## src/rtl/wb_port_arb_pkg.sv

```systemverilog
// Shared types and widths for the register-file write-port arbiter.
// Holds the long-latency buffer entry layout and the write source select.
package wb_port_arb_pkg;

    localparam int unsigned REG_ADDR_W = 5;
    localparam int unsigned REG_DATA_W = 32;
    localparam logic [REG_ADDR_W-1:0] ZERO_REG = '0;

    typedef struct packed {
        logic [REG_ADDR_W-1:0] waddr;
        logic [REG_DATA_W-1:0] wdata;
    } lq_entry_t;

    typedef enum logic [1:0] {
        SRC_NONE,
        SRC_PIPE,
        SRC_LQ
    } wb_src_e;

endpackage

```

## src/rtl/wb_lq_fifo.sv

```systemverilog
// Long-latency result buffer: small FIFO of {waddr,wdata} entries with
// wrapping pointers and an occupancy count. No same-cycle flow-through.
module wb_lq_fifo
    import wb_port_arb_pkg::*;
#(
    parameter int unsigned LQ_DEPTH = 2
) (
    input  logic      clk,
    input  logic      rst,
    input  logic      push,
    input  lq_entry_t push_entry,
    input  logic      pop,
    output logic      full,
    output logic      empty,
    output lq_entry_t head
);

    localparam int unsigned PTR_W = (LQ_DEPTH > 1) ? $clog2(LQ_DEPTH) : 1;
    localparam int unsigned CNT_W = $clog2(LQ_DEPTH + 1);

    lq_entry_t         r_mem [LQ_DEPTH];
    logic [PTR_W-1:0]  r_wptr;
    logic [PTR_W-1:0]  r_rptr;
    logic [CNT_W-1:0]  r_count;
    logic              w_push;
    logic              w_pop;

    assign full   = (r_count == CNT_W'(LQ_DEPTH));
    assign empty  = (r_count == '0);
    assign head   = r_mem[r_rptr];
    assign w_push = push && !full;
    assign w_pop  = pop && !empty;

    always_ff @(posedge clk) begin
        if (w_push) begin
            r_mem[r_wptr] <= push_entry;
        end
    end

    always_ff @(posedge clk) begin
        if (rst) begin
            r_wptr  <= '0;
            r_rptr  <= '0;
            r_count <= '0;
        end else begin
            if (w_push) begin
                r_wptr <= r_wptr + PTR_W'(1);
            end
            if (w_pop) begin
                r_rptr <= r_rptr + PTR_W'(1);
            end
            case ({w_push, w_pop})
                2'b10:   r_count <= r_count + CNT_W'(1);
                2'b01:   r_count <= r_count - CNT_W'(1);
                default: r_count <= r_count;
            endcase
        end
    end

endmodule

```

## src/rtl/wb_port_arb.sv

```systemverilog
// Owns the single register-file write port: merges in-order pipeline
// writeback with buffered long-latency results and tracks pending registers.
module wb_port_arb
    import wb_port_arb_pkg::*;
#(
    parameter int unsigned LQ_DEPTH   = 2,
    parameter int unsigned STARVE_MAX = 4
) (
    input  logic                  clk,
    input  logic                  rst,
    input  logic                  pipe_wen,
    input  logic [REG_ADDR_W-1:0] pipe_waddr,
    input  logic [REG_DATA_W-1:0] pipe_wdata,
    output logic                  pipe_hold,
    input  logic                  lu_issue,
    input  logic [REG_ADDR_W-1:0] lu_issue_waddr,
    output logic                  issue_conflict,
    input  logic                  lu_valid,
    input  logic [REG_ADDR_W-1:0] lu_waddr,
    input  logic [REG_DATA_W-1:0] lu_wdata,
    output logic                  lu_ready,
    input  logic                  ren1,
    input  logic                  ren2,
    input  logic [REG_ADDR_W-1:0] raddr1,
    input  logic [REG_ADDR_W-1:0] raddr2,
    output logic                  read_stall,
    output logic                  we,
    output logic [REG_ADDR_W-1:0] waddr,
    output logic [REG_DATA_W-1:0] wdata
);

    localparam int unsigned ST_W = $clog2(STARVE_MAX + 1);

    logic        w_full;
    logic        w_empty;
    lq_entry_t   w_head;
    lq_entry_t   w_push_entry;
    logic        w_push;
    logic        w_pop;
    logic        w_lq_write;
    logic        w_pipe_real;
    logic        w_hold_act;
    logic        w_stall1;
    logic        w_stall2;
    wb_src_e     w_src;

    logic [ST_W-1:0] r_starve;
    logic [ST_W-1:0] w_starve_nxt;
    logic            r_hold;
    logic [31:0]     r_pending;
    logic [31:0]     w_pending_nxt;

    assign w_push_entry = '{waddr: lu_waddr, wdata: lu_wdata};
    assign w_push       = lu_valid && !w_full && !rst;

    wb_lq_fifo #(
        .LQ_DEPTH(LQ_DEPTH)
    ) u_lq (
        .clk       (clk),
        .rst       (rst),
        .push      (w_push),
        .push_entry(w_push_entry),
        .pop       (w_pop),
        .full      (w_full),
        .empty     (w_empty),
        .head      (w_head)
    );

    assign w_pipe_real = pipe_wen && (pipe_waddr != ZERO_REG);
    assign w_hold_act  = r_hold && !w_empty;

    always_comb begin
        w_src = SRC_NONE;
        if (!rst) begin
            if (w_hold_act) begin
                w_src = SRC_LQ;
            end else if (w_pipe_real) begin
                w_src = SRC_PIPE;
            end else if (!w_empty) begin
                w_src = SRC_LQ;
            end
        end
    end

    // A popped r0 result is discarded: it frees the buffer slot but never writes.
    assign w_pop      = (w_src == SRC_LQ);
    assign w_lq_write = w_pop && (w_head.waddr != ZERO_REG);

    always_comb begin
        we    = 1'b0;
        waddr = '0;
        wdata = '0;
        case (w_src)
            SRC_PIPE: begin
                we    = 1'b1;
                waddr = pipe_waddr;
                wdata = pipe_wdata;
            end
            SRC_LQ: begin
                we    = w_lq_write;
                waddr = w_head.waddr;
                wdata = w_head.wdata;
            end
            default: begin
                we    = 1'b0;
            end
        endcase
    end

    assign lu_ready  = rst || !w_full;
    assign pipe_hold = !rst && w_hold_act;

    always_comb begin
        w_starve_nxt = r_starve;
        if (w_empty || w_pop) begin
            w_starve_nxt = '0;
        end else if (r_starve != ST_W'(STARVE_MAX)) begin
            w_starve_nxt = r_starve + ST_W'(1);
        end
    end

    // Clear before set so an issue in the same cycle as the retiring pop wins.
    always_comb begin
        w_pending_nxt = r_pending;
        if (w_lq_write) begin
            w_pending_nxt[w_head.waddr] = 1'b0;
        end
        if (lu_issue && (lu_issue_waddr != ZERO_REG)) begin
            w_pending_nxt[lu_issue_waddr] = 1'b1;
        end
        w_pending_nxt[0] = 1'b0;
    end

    always_ff @(posedge clk) begin
        if (rst) begin
            r_starve  <= '0;
            r_hold    <= 1'b0;
            r_pending <= '0;
        end else begin
            r_starve  <= w_starve_nxt;
            r_hold    <= (w_starve_nxt == ST_W'(STARVE_MAX));
            r_pending <= w_pending_nxt;
        end
    end

    assign w_stall1 = ren1 && (raddr1 != ZERO_REG) && r_pending[raddr1]
                      && !(w_lq_write && (w_head.waddr == raddr1));
    assign w_stall2 = ren2 && (raddr2 != ZERO_REG) && r_pending[raddr2]
                      && !(w_lq_write && (w_head.waddr == raddr2));

    assign read_stall     = !rst && (w_stall1 || w_stall2);
    assign issue_conflict = !rst && lu_issue && (lu_issue_waddr != ZERO_REG)
                            && r_pending[lu_issue_waddr];

endmodule

```

## config.mk

```make
export PLATFORM = sky130hd
export DESIGN_NAME = wb_port_arb
export DESIGN_NICKNAME = d
export VERILOG_FILES = /design/src/rtl/wb_port_arb_pkg.sv /design/src/rtl/wb_lq_fifo.sv /design/src/rtl/wb_port_arb.sv
export SDC_FILE = /design/constraint.sdc
export NUM_CORES = 1
export LEC_CHECK = 0
export ABC_AREA = 1
export CORE_MARGIN = 10
export CORE_UTILIZATION = 53
export CTS_BUF_LIST = sky130_fd_sc_hd__clkbuf_4 sky130_fd_sc_hd__clkbuf_8
export DETAILED_ROUTE_END_ITERATION = 16
export PLACE_DENSITY = 0.85
export SETUP_SLACK_MARGIN = 0.05
export SLEW_MARGIN = 5
export SYNTH_ARGS = -nofsm -noshare
export SYNTH_HDL_FRONTEND = slang
export SYNTH_SLANG_ARGS = --single-unit
export TNS_END_PERCENT = 1
```

## constraint.sdc

```tcl
create_clock -name clk -period 4.44 [get_ports clk]
set_clock_uncertainty 0.05 [all_clocks]
set_input_delay 1.332 -clock clk [delete_from_list [all_inputs] [get_ports clk]]
set_output_delay 1.332 -clock clk [all_outputs]
set_load 0.005 [all_outputs]
```

==> reports/metrics.sh <==
RESULT_OF_THE_RUN='finished clean'
REPORT.FINAL.SLEW_VIOL_COUNT=0
SYN_NETS=904
ENDPOINT_KIND='output port'
GLOBAL_ROUTE_WIRE_LENGTH_BEFORE_REPAIR_UM=34800
ROUTE.DETAILED.WL_PER_INST_UM=19.8
SYNTH_TOP_CELL_AREA_SHARE=0.360
P_SW_mW=0.692
STDCELL_AREA_MM2=0.00863
TIMING.HOLD.WORST.CLASS='reg -> reg'
PERIOD_SHARE=0.989
YOSYS.CELL_COUNT.TOP_TYPE='nand2_1'
POST-ROUTE-DRC-COUNT=0
CLOCK.FMAX_MHz=228
PLACEDINSTANCEAREA_MM2=0.00813
CRIT_PATH_START_KIND='input port'
DRT_PASS1_ITERATIONS=5
ROWS=39
POST_SYNTH.CELL_AREA_AVG_UM2=7.70
POWER.TOTAL_mW=2.62
FINAL_PERIOD_MINUS_WORST_SETUP_SLACK_NS=4.39
FLOORPLAN.INITIALDENSITY=0.541
POWER-PER-CELL-AREA_mW_PER_MM2=303
MOST_USED_FLIP_FLOP_CELL_AFTER_SYNTHESIS='edfxtp_1'
DRTITER0DRC=652
DIE-AREA_MM2=0.0164
CTS_MADE_BUFFERS=17
FLOORPLAN.DIE.WIDTH_UM=128
PLACE.DETAILED.HPWL_UM=15400
SYNTH_ASYNC_SR_FLOP_SHARE=0
BUFFERS_ADDED_ON_PORTS=137
TIMING.CRITICAL_PATH.SLOWEST_CELL_DELAY_NS=0.23
YS_TOP_CELLS_BY_COUNT='198 x nand2_1, 105 x nor2_1, 83 x a21oi_1, 74 x edfxtp_1, 70 x o21ai_0'
CRITPATHMAXFANOUT=9
MAXIMUM_NUMBER_OF_PINS_ON_ONE_NET_BEFORE_GLOBAL_ROUTE_REPAIR=39
SLOWEST_CELL_ON_THE_CRITICAL_PATH='dlygate4sd2_1'
ROUTE.ANTENNA.REMAINING_NETS=0
CLK_ROOT_BUFFER_CELL='clkbuf_8'
SYN_STD_CELL_AREA_MM2=0.00618
ANTENNA_FOUND_INITIAL=1
DIE-HEIGHT_UM=128
SHARE_COMB_OF_TOTAL_POWER=0.161
RSZ_0062_RAISED_AFTER_GLOBAL_ROUTING='true'
ROUTED-VIA-COUNT=6622
FINALHOLDVIOLCOUNT=0
AREAGROWTHSYNTHTOFINISH_PCT=39.6
FINAL_NETS=1094
CTS.REPORTEDPATHS.CLKPINSLEW_NS=0.06
POWER.SEQUENTIAL.FRACTION=0.451
NETSWITCHINGFRACTION=0.265
POWER_LEAKAGE_nW=3.45
CLOCK_SINK_COUNT=114
TRITONCTS='built'
ROUTE.DETAILED.VIAS_PER_INST=5.76
CP.BUFFERS_INVERTERS=5
WORST_SLEW_PIN_SLEW_NS=0.799
CTSHOLDBUFFERS=0
CORE_AREA_MM2=0.0114
SYNTH_EDF_COUNT=74
INTPOWER_mW=1.92
PEAKVDDDROP_mV=0.336
WORST_SKEW_PAIR.LATE_LATENCY_NS=0.44
CRITPATHARRIVALTIME_NS=3.01
TIMING.CRITICAL_PATH.MODE_CELL='nand2_1'
PATH_CELLS='dlygate4sd2_1, nor2_1, nand2_1, nand2_1, o21ai_2, buf_4, ha_4, buf_12, buf_6, nand2_1, a21oi_2, buf_2'
SYN_INST=803
TRACK_USAGE=0.271
SYNTH_UNIQUE_CELLS=35
DRIVE_ABOVE_1_SHARE=0.196
CLOCKBUFFERDEPTH=2
FLOORPLAN.IO_PINS=138
NUMBER_OF_GLOBAL_ROUTE_VIAS_BEFORE_REPAIR=6587
FINALWEIGHTEDCONGESTION=0.966
SYNTHTOPCELLSBYAREA='edfxtp_1 36%, dfxtp_1 13%, nand2_1 12%'
GLOBALROUTE.TOTALOVERFLOW=0
FINAL_CORE_UTILIZATION=0.755
CTS_MAX_LEVEL=4
POST-SYNTH-TOP-AREA-CELL='edfxtp_1'
CRITPATHTOPFAMILY='buffers and inverters'
ROUTED_WL_UM=22800
CAP_VIOL_MAX_COUNT=0
YS_FF_LATCH=114
POWER.CLOCK.FRACTION=0.387
MAXSLEWHEADROOM=0.463
NUMBER_OF_FAILING_SETUP_ENDPOINTS_IN_THE_FINAL_TIMING_REPORT=0
SEQ_AREA_FRAC_SYNTH=0.489
YOSYS_WARNINGS=0
CP.REQUIRED_NS=3.06
TIMING.HOLD.WS_NS=0.429
TIMING_WORST_SETUP_PATH_TYPE='in -> out'
-- sequential cells by signal, indices dropped and copies added, names as in the netlist, named ones only --
register / cells
u_lq.r_count: 2
u_lq.r_wptr: 1
u_lq.r_mem: 74
r_starve: 3
r_pending: 31
u_lq.r_rptr: 1
r_hold: 1
-- logic make-up (layout without fill, tap and decap cells) --
family          count (synthesis)  in the layout  share of synthesized area
buf+inv                       111            314                     0.0733
simple gates                  382            382                      0.260
xor+xnor                        4              4                    0.00567
flops                         114            114                      0.489
compound gates                187            187                      0.162
fa+ha+maj                       5              5                     0.0101
other cells                     0              1                          0
-- cell usage in the layout, fill, tap and decap left out, types with 6 or more instances in the layout --
cell type          n
o21ai_0           57
dfxtp_1           40
clkbuf_8          18
buf_2             31
inv_1             67
a22oi_1            8
nand2_2            6
clkbuf_2           9
nand3_1           44
nor3_1            10
nor2_2             7
dlygate4sd2_1      6
edfxtp_1          74
clkdlybuf4s50_1   84
nor2_1            94
a21oi_1           75
buf_4             55
nand2_1          196
inv_2              6
buf_12             8
o21ai_1           23
a21oi_2            8
nor2_4            10
-- layout make-up --
type	instances	area (um^2)
diodes	1	2.50
inverters	77	303
repair buffers	205	1850
clock inverters	14	164
flip-flops and latches	114	3020
clock buffers	18	248
fillers	831	2790
well taps	143	179
multi-input cells	578	2850
-- power groups by stage --
stage / logic (mW) / registers [mW] / clock network (mW)
after floorplan: 0.166 / 1.20 / 0
after global placement: 0.379 / 1.20 / 0
after detailed placement: 0.384 / 1.20 / 0
after CTS: 0.409 / 1.18 / 1.01
after global routing: 0.452 / 1.18 / 1.06
final: 0.422 / 1.18 / 1.01
-- timing repair --
action | in CTS | in global routing
cloned | 3 | 0
gates resized for setup | 168 | 57
buffers inserted | 4 | 0
pin swaps | 27 | 39
setup endpoints to repair | 40 | 39
-- per-stage QoR --
| stage | setup WS, ns | instances | setup TNS (ns) |
|---|---|---|---|
| 4_1_cts | 0.0342 | 1149 | 0 |
| 6_report | 0.0486 | 1150 | 0 |
| 3_5_place_dp | -0.642 | 1110 | -22.10 |
| 3_3_place_gp | -0.508 | 1110 | -17.54 |
| 5_1_grt | -0.0305 | 1150 | -0.131 |
| 2_1_floorplan | 0.257 | 803 | 0 |
-- worst paths after layout --
kind,startpoint,end,depth (start not counted),slack (ns)
setup / recovery,pipe_waddr[4],wdata[3],12,0.05
hold / removal,u_lq.r_rptr,u_lq.r_rptr,1,0.43
setup reg to reg,u_lq.r_count[0],u_lq.r_count[1],11,1.80
hold reg to reg,u_lq.r_rptr,u_lq.r_rptr,1,0.43
-- routing by layer --
layer | vias to the layer above | global-route usage | part of all wire | wire length, um
met5 | - | 0 | 0 | 0
met4 | 0 | 0.134 | 0.043 | 979
met3 | 88 | 0.0848 | 0.11 | 2410
met2 | 418 | 0.452 | 0.49 | 11100
met1 | 3042 | 0.309 | 0.36 | 8310
li1 | 3074 | - | - | -
Power figures use the tool's default switching activity.
